[config.mk]
export PLATFORM = sky130hd
export DESIGN_NAME = tone_decoder
export DESIGN_NICKNAME = d
export VERILOG_FILES = /design/src/rtl/tone_decoder.sv
export SDC_FILE = /design/constraint.sdc
export NUM_CORES = 1
export LEC_CHECK = 0
export BUFFER_PORTS_ARGS = -buffer_cell sky130_fd_sc_hd__buf_2
export CAP_MARGIN = 30
export CORE_UTILIZATION = 47
export CTS_CLUSTER_DIAMETER = 200
export DETAILED_ROUTE_END_ITERATION = 6
export GPL_ROUTABILITY_DRIVEN = 0
export HOLD_SLACK_MARGIN = 0.05
export MAX_ROUTING_LAYER = met4
export PLACE_DENSITY = 0.66
export REMOVE_ABC_BUFFERS = 1
export SLEW_MARGIN = 10
export SYNTH_ARGS = -nofsm -noshare
export SYNTH_HDL_FRONTEND = slang
export SYNTH_SLANG_ARGS = --single-unit
export TNS_END_PERCENT = 10
[constraint.sdc]
create_clock -name clk -period 10.8 [get_ports clk]
set_input_delay 1.08 -clock clk [delete_from_list [all_inputs] [get_ports clk]]
set_output_delay 1.08 -clock clk [all_outputs]
set_load 0.01 [all_outputs]
[src/rtl/tone_decoder.sv]
// Tone decoder: locks onto a stable square-wave period on tone_i, reports the
// period, and measures how long the note lasts in tempo-scaled units.
module tone_decoder #(
  parameter  int CLK_REF    = 5000,
  parameter  int NOTE_MIN   = 21,
  parameter  int TEMP       = 8,
  parameter  int TOL        = 1,
  localparam int PERIOD_MAX = CLK_REF / NOTE_MIN,
  localparam int PW         = $clog2(PERIOD_MAX + 1),
  localparam int DW         = 8
) (
  input  logic          clk,
  input  logic          rst,
  input  logic          tone_i,
  output logic [PW-1:0] period_o,
  output logic [DW-1:0] dur_o,
  output logic          note_start_o,
  output logic          note_end_o,
  output logic          active_o
);

  localparam int RANG_TEMP = CLK_REF * 4 / TEMP;
  localparam int TW        = $clog2(RANG_TEMP + 1);

  typedef enum logic [1:0] {IDLE, ACQUIRE, TRACK} state_t;

  state_t        state_q, state_d;
  logic          sync1_q, sync2_q, prev_q;
  logic [1:0]    warm_q;
  logic [PW-1:0] cnt_q, cnt_d;
  logic [PW-1:0] pprev_q, pprev_d;
  logic          pv_q, pv_d;
  logic [PW-1:0] period_q, period_d;
  logic [DW-1:0] dur_q, dur_d;
  logic [TW-1:0] tick_q, tick_d;
  logic          start_q, start_d;
  logic          end_q, end_d;

  logic          edge_w;
  logic [PW-1:0] elapsed_w;
  logic          timeout_w;

  // Absolute period difference compared against the tolerance (no wrap).
  function automatic logic within_tol(input logic [PW-1:0] a, input logic [PW-1:0] b);
    logic [PW-1:0] diff;
    diff = (a >= b) ? (a - b) : (b - a);
    return diff <= PW'(TOL);
  endfunction

  // Duration increment that sticks at the all-ones value.
  function automatic logic [DW-1:0] sat_inc(input logic [DW-1:0] v);
    return (v == '1) ? v : v + DW'(1);
  endfunction

  // Edges are ignored until the synchroniser and history flop hold real samples.
  assign edge_w    = sync2_q & ~prev_q & (warm_q == 2'd3);
  // elapsed_w is the period P that an edge in this cycle would close.
  assign elapsed_w = cnt_q + PW'(1);
  assign timeout_w = (elapsed_w == PW'(PERIOD_MAX)) && !edge_w;

  // Period counter clears on an edge and parks at the timeout value otherwise.
  always_comb begin
    cnt_d = elapsed_w;
    if (edge_w) begin
      cnt_d = '0;
    end else if (elapsed_w == PW'(PERIOD_MAX)) begin
      cnt_d = cnt_q;
    end
  end

  // Next-state and output decode for the acquire/track FSM and duration logic.
  always_comb begin
    state_d  = state_q;
    pprev_d  = pprev_q;
    pv_d     = pv_q;
    period_d = period_q;
    dur_d    = dur_q;
    tick_d   = tick_q;
    start_d  = 1'b0;
    end_d    = 1'b0;
    // Tick runs every TRACK cycle, including the one that ends the note.
    if (state_q == TRACK) begin
      if (tick_q == TW'(RANG_TEMP - 1)) begin
        tick_d = '0;
        dur_d  = sat_inc(dur_q);
      end else begin
        tick_d = tick_q + TW'(1);
      end
    end
    case (state_q)
      IDLE: begin
        if (edge_w) begin
          state_d = ACQUIRE;
          pv_d    = 1'b0;
        end
      end
      ACQUIRE: begin
        if (edge_w) begin
          if (pv_q && within_tol(elapsed_w, pprev_q)) begin
            state_d  = TRACK;
            period_d = elapsed_w;
            start_d  = 1'b1;
            dur_d    = '0;
            tick_d   = '0;
          end
          pprev_d = elapsed_w;
          pv_d    = 1'b1;
        end else if (timeout_w) begin
          state_d = IDLE;
        end
      end
      TRACK: begin
        // Jitter inside the tolerance keeps the locked period untouched.
        if (edge_w) begin
          if (!within_tol(elapsed_w, period_q)) begin
            state_d = ACQUIRE;
            end_d   = 1'b1;
            pprev_d = elapsed_w;
            pv_d    = 1'b1;
          end
        end else if (timeout_w) begin
          state_d = IDLE;
          end_d   = 1'b1;
        end
      end
      default: state_d = IDLE;
    endcase
  end

  // Synchroniser, edge history and warm-up counter.
  always_ff @(posedge clk or posedge rst) begin
    if (rst) begin
      sync1_q <= 1'b0;
      sync2_q <= 1'b0;
      prev_q  <= 1'b0;
      warm_q  <= 2'd0;
    end else begin
      sync1_q <= tone_i;
      sync2_q <= sync1_q;
      prev_q  <= sync2_q;
      if (warm_q != 2'd3) warm_q <= warm_q + 2'd1;
    end
  end

  // FSM, period/duration state and registered output pulses.
  always_ff @(posedge clk or posedge rst) begin
    if (rst) begin
      state_q  <= IDLE;
      cnt_q    <= '0;
      pprev_q  <= '0;
      pv_q     <= 1'b0;
      period_q <= '0;
      dur_q    <= '0;
      tick_q   <= '0;
      start_q  <= 1'b0;
      end_q    <= 1'b0;
    end else begin
      state_q  <= state_d;
      cnt_q    <= cnt_d;
      pprev_q  <= pprev_d;
      pv_q     <= pv_d;
      period_q <= period_d;
      dur_q    <= dur_d;
      tick_q   <= tick_d;
      start_q  <= start_d;
      end_q    <= end_d;
    end
  end

  assign period_o     = period_q;
  assign dur_o        = dur_q;
  assign note_start_o = start_q;
  assign note_end_o   = end_q;
  assign active_o     = (state_q == TRACK);

endmodule

==> impl_metrics.toml, run 1 <==
[outcome]
status = "complete, no violations"

[timing]
worstMarginPinSlew_ns = 0.932
rsz0062_at_grt = "no"
achievable-frequency_ghz = 0.228
setup_viol = 0
worst_slew_margin_rel = 0.377
setup_ws_ns = 6.41
timing.final.max_slew_violations = 0
fin_crit_share = 0.406
final_hold_viol_count = 0
timing.setup.tns_ns = 0
finalWorstPathRequiredPeriod_ns = 4.39
finClkSkew_ns = 0.00601

[placed_design]
post-dp-hpwl_um = 6580
dp_slack_ns = 6.51
placement.cell_area_sq_mm = 0.00420
io_buffer_count = 21

[run]
drv.max_cap_violation_count = 0

[global_routing]
grt_max_degree = 55
antenna_violations_before_repair = 0
grt_first_pass_wirelength_um = 14800
globalRouteOverflowTotal = 0
via_count_of_the_first_global_routing_pass = 3121
grt_use_total = 0.218

[routing]
drt-wirelength-per-cell_um = 15.1
antenna_left = 0
drt_pass1_iterations = 4
routed_wirelength_um = 8740
dr_total_vias = 3247
detail_route.vias_per_cell = 5.62
drc = 0
drt-initial-drc-count = 121

[critical_path]
worst-r2r-cell-count = 13
cp.required_ns = 11.03
end_kind = "flip-flop"
timing.critical_path.to = "pprev_q[0]"
worst-endpoint-arrival_ns = 4.62
r2r_end = "pprev_q[0]"
reg2reg_slack_ns = 6.41
startpoint = "cnt_q[0]"
crit_type = "flip-flop to flip-flop"
critical_path.max_fanout = 11
startpoint_type = "flip-flop"
r2r_start = "cnt_q[0]"

[layout]
finish.net_count = 518
finalCoreUtilization = 0.519
syn_to_final_growth_pct = 5.91
design_area_sq_mm = 0.00431
most_common_cell_after_layout_fill_and_taps_aside = "nor2_1"
drive_above_1_share = 0.0994
most-common-layout-cells = "nor2_1, dfrtp_1, ha_1"
num_antenna_cells = 0

[pwr]
cellInternalPower_w = 0.000578
total_switching_power_w = 0.000472
combinational_fraction_of_design_power = 0.616
pwr_density_cell_mw_per_mm2 = 244
switching_share = 0.449
power.sequential.fraction = 0.253
total_leakage_power_nw = 2.05
vdd_drop_max_mv = 0.108
power.share.clock = 0.131

[clock_tree]
clockBufferDepth = 2
cts_resized = 0
clock_slew_at_the_register_clock_pins_of_the_worst_setup_and_hold_paths_ns = 0.10
clk-insertion-delay-late_ns = 0.31
cts_post_setup_buffers_inserted = 0
cts_sinks = 54
cts-buffers-inserted = 5
postCtsHoldBufs = 0
cts_tree = "done"
cts-root-buf = "clkbuf_8"
clock_tree.htree_level_count = 2

[die]
die_outline_area_sq_mm = 0.00903
die_y_um = 95
num_rows = 33
floorplan.core_area_sq_mm = 0.00830
start_util = 0.490
io-pin-count = 22
fp.dieW_um = 95

[logic_synthesis]
synthCells = 460
synth-main-ff-cell = "dfrtp_1"
synth_seq_area_share = 0.332
ys_async_sr_fraction = 1.00
post_synthesis_register_bit_count = 54
synth-warning-count = 0
synth.cell_area_sq_mm = 0.00407
number_of_enable_flip_flop_cells_after_synthesis = 0
avg_synthesized_cell_area_sq_um = 8.84
synth_cell_type_count = 62
post_synth_top_area_share = 0.332
post-synth-top-area-cell = "dfrtp_1"
cell_types_occupying_the_most_area_after_synthesis = "dfrtp_1, ha_1, nor2_1"

[worst_hold_path]
worstHoldPathType = "flip-flop to flip-flop"
timing.hold.worst.start = "sync1_q"
[area by class of cell]
type / count / area (sq um)
Clock inverter: 2 / 37.5
Sequential cell: 54 / 1350
Clock buffer: 6 / 72.6
Fill cell: 757 / 3990
Timing Repair Buffer: 23 / 120
Tap cell: 105 / 131
Inverter: 38 / 143
Multi-Input combinational cell: 350 / 2450
[how the worst min path moves through the flow]
| stage | endpoint | slack (ns) | cells past startpoint |
|---|---|---|---|
| floorplan | sync2_q | 0.33 | 0 |
| global placement | sync2_q | 0.35 | 0 |
| detailed placement | sync2_q | 0.35 | 0 |
| CTS | sync2_q | 0.38 | 0 |
| global route | sync2_q | 0.39 | 0 |
| finish | sync2_q | 0.37 | 0 |
[logic make-up (layout without fill, tap and decap cells)]
group                      Yosys count  in the layout  share of synthesized area
and+or+nand+nor                    166            166                      0.204
AOI/OAI and AO/OA                   98             98                      0.159
buffers and inverters               56             69                     0.0659
DFF                                 54             54                      0.332
adders and majority gates           43             43                      0.140
xor gates and xnor gates            27             27                     0.0582
muxes                               16             16                     0.0409
[through the flow]
step	std cells	total power [W]	hold WS [ns]
final	578	0.00105	0.371
after global routing	578	0.00114	0.385
after CTS	578	0.00105	0.381
after detailed placement	570	0.000902	0.349
after global placement	570	0.000897	0.346
after floorplan	442	0.000765	0.331
[sequential cells by signal, summed over array words and instances (netlist names), 2 cells and up]
name,flops
tick_q,12
cnt_q,8
dur_o,8
period_o,8
pprev_q,8
state_q,2
warm_q,2
[worst max-delay path: stages (launching register included)]
cell and delay [ns]:
dfrtp_1 0.56, ha_1 0.36, nand3_1 0.13, xor2_1 0.36, inv_1 0.16, ha_1 0.49, o211ai_1 0.19, and3_1 0.24
a311oi_1 0.25, o31ai_1 0.12, a32oi_1 0.32, a21oi_1 0.12, nor2b_1 0.74, mux2i_1 0.28
[synthesized netlist by cell type, types with 2 or more instances]
| master | n |
|---|---|
| inv_1 | 38 |
| and3_1 | 9 |
| xor2_1 | 18 |
| o21bai_1 | 2 |
| buf_4 | 5 |
| xnor2_1 | 9 |
| fa_1 | 4 |
| dfrtp_1 | 54 |
| mux2_2 | 5 |
| a311oi_1 | 3 |
| nand4_1 | 7 |
| o41ai_1 | 2 |
| buf_6 | 4 |
| ha_1 | 39 |
| o22ai_1 | 2 |
| nor4_1 | 4 |
| clkbuf_1 | 2 |
| o21ai_0 | 25 |
| nand4b_1 | 2 |
| nor3_1 | 8 |
| and2_1 | 2 |
| o2111ai_1 | 2 |
| nand3_1 | 15 |
| nor4b_1 | 2 |
| nor2_1 | 59 |
| o21ai_1 | 2 |
| mux2i_1 | 11 |
| a221oi_1 | 2 |
| nor2b_1 | 6 |
| nor3b_1 | 4 |
| nor4b_2 | 2 |
| nand3b_1 | 2 |
| a211oi_1 | 2 |
| nand2_1 | 32 |
| o21a_1 | 3 |
| a31oi_1 | 3 |
| nand2b_1 | 7 |
| buf_2 | 6 |
| a21oi_1 | 33 |
[metal layers]
| layer | share of wire | up-vias | track usage | routed length (um) |
|---|---|---|---|---|
| met3 | 0.038 | 8 | 0.0314 | 332 |
| met1 | 0.48 | 1552 | 0.272 | 4160 |
| met2 | 0.48 | 73 | 0.375 | 4180 |
| met4 | 0.0072 | 0 | 0.0480 | 63 |
| li1 | - | 1614 | - | - |
| met5 | 0 | - | - | 0 |
[power groups by stage]
stage	logic (W)	registers (W)	clock network, W
after global routing	0.000725	0.000270	0.000149
final	0.000646	0.000265	0.000138
after CTS	0.000638	0.000265	0.000142
after floorplan	0.000501	0.000264	0
after global placement	0.000629	0.000267	0
after detailed placement	0.000633	0.000269	0
Note: power is estimated with default switching activity, not from simulation.
==> run 2: changes to the inputs <==
==> constraint.sdc (replaced) <==
create_clock -name clk -period 4.2 [get_ports clk]
set_input_delay 0.42 -clock clk [delete_from_list [all_inputs] [get_ports clk]]
set_output_delay 0.42 -clock clk [all_outputs]
set_load 0.01 [all_outputs]
==> run 2 against run 1 <==
Compared with the run above:
- global-route usage increased by 0.36 points
- flip-flop and latch count unchanged
- combinational power increased to 2.6 times the previous value
- largest power group unchanged
- highest routed layer unchanged
==> impl_metrics.toml, run 2 (same netlist as run 1, synthesis figures left out) <==
[timing]
finalWorstPathRequiredPeriod_ns = 3.85
worstMarginPinSlew_ns = 0.834
final_hold_viol_count = 0
achievable-frequency_ghz = 0.260
fin_crit_share = 0.916
hold-worst-slack_ns = 0.211
worst_slew_margin_rel = 0.439
timing.final.max_slew_violations = 0
finClkSkew_ns = 0.0111
setup_viol = 0
timing.setup.tns_ns = 0
rsz0062_at_grt = "no"

[critical_path]
cp.required_ns = 4.40
cpPeakStageDelay_ns = 0.56
critical_path.cell_chain = "ha_1 > xor2_1 > ha_1 > a211o_4 > and3_2 > a211oi_2 > nor4b_2 > a32oi_1 > o21ai_1 > o22ai_2 > mux2_2"
critical_path.max_fanout = 11
crit_type = "flip-flop to flip-flop"
startpoint_type = "flip-flop"
end_kind = "flip-flop"
worst-path-buf-inv = 0
worst-endpoint-arrival_ns = 4.05
critical-path-top-delay-family = "compound AO/OA/AOI/OAI gates"
cp_slowest_cell = "dfrtp_1"
critPathMostFrequentCell = "ha_1"

[pwr]
total_leakage_power_nw = 2.08
pwr_density_cell_mw_per_mm2 = 629
vdd_drop_max_mv = 0.227

[die]
start_util = 0.490
io-pin-count = 22
die_y_um = 95
floorplan.core_area_sq_mm = 0.00830
die_outline_area_sq_mm = 0.00903
num_rows = 33
fp.dieW_um = 95

[clock_tree]
clk-insertion-delay-late_ns = 0.31
cts_resized = 0
cts_post_setup_buffers_inserted = 0
postCtsHoldBufs = 0
cts-root-buf = "clkbuf_8"
cts-buffers-inserted = 5
cts_sinks = 54
clock_tree.htree_level_count = 2
cts_tree = "done"
clockBufferDepth = 2
clock_slew_at_the_register_clock_pins_of_the_worst_setup_and_hold_paths_ns = 0.10

[global_routing]
antenna_violations_before_repair = 0
globalRouteOverflowTotal = 0
grt_first_pass_wirelength_um = 15000
grt_max_degree = 55
via_count_of_the_first_global_routing_pass = 3076
grt_use_total = 0.222

[routing]
drt-wirelength-per-cell_um = 15.3
antenna_left = 0
drc = 0
drt-initial-drc-count = 222
routed_wirelength_um = 8920
drt_pass1_iterations = 5
dr_total_vias = 3277
detail_route.vias_per_cell = 5.60

[layout]
drive_above_1_share = 0.115
syn_to_final_growth_pct = 7.36
most-common-layout-cells = "nor2_1, dfrtp_1, ha_1"
finish.net_count = 525
largest_register_ffs = 12
most_common_cell_after_layout_fill_and_taps_aside = "nor2_1"
num_antenna_cells = 0
top_register = "tick_q"
design_area_sq_mm = 0.00436

[placed_design]
post-dp-hpwl_um = 6900
io_buffer_count = 21
placement.cell_area_sq_mm = 0.00425

[outcome]
status = "complete, no violations"

[worst_hold_path]
worstHoldPathType = "input port to flip-flop"

[run]
drv.max_cap_violation_count = 0
-- run 2: worst paths after layout --
| path | cells past startpoint | from | slack, ns | end |
|---|---|---|---|---|
| hold / removal | 1 | tone_i | 0.21 | sync1_q |
| max in group asynchronous | 3 | rst | 3.48 | pv_q |
| setup reg to reg | 11 | cnt_q[0] | 0.35 | state_q[0] |
| min in group asynchronous | 3 | rst | 0.27 | note_start_o |
| hold reg to reg | 0 | sync1_q | 0.36 | sync2_q |
| setup / recovery | 11 | cnt_q[0] | 0.35 | state_q[0] |
-- run 2: through the flow --
stage	power, W	setup WS, ns	utilization	instances
6_report	0.00275	0.351	0.526	585
5_1_grt	0.00296	0.0810	0.526	585
4_1_cts	0.00274	0.367	0.526	585
3_5_place_dp	0.00235	0.363	0.512	577
3_3_place_gp	0.00232	0.509	0.512	577
2_1_floorplan	0.00197	-0.0115	-	442
-- run 2: where the power goes --
group / leakage, nW / switching, W / internal, W
Combinational: 1.31 / 0.000964 / 0.000731
Sequential: 0.716 / 0.0000881 / 0.000600
Clock: 0.0591 / 0.000182 / 0.000182
-- run 2: area by class of cell --
type                       count  area, sq um
clock buffer                   5         68.8
clock inverter                 3         47.5
fill                         785         3940
inverter                      38          143
multi-input combinational    350         2450
sequential                    54         1350
tap                          105          131
timing repair buffer          30          173
-- run 2: metal layers --
layer / track usage / up-vias / share of wire / wire [um]
li1: - / 1638 / - / -
met4: 0.0619 / 0 / 0.014 / 122
met3: 0.0314 / 11 / 0.041 / 370
met5: - / - / 0 / 0
met1: 0.296 / 1552 / 0.48 / 4320
met2: 0.352 / 76 / 0.46 / 4110
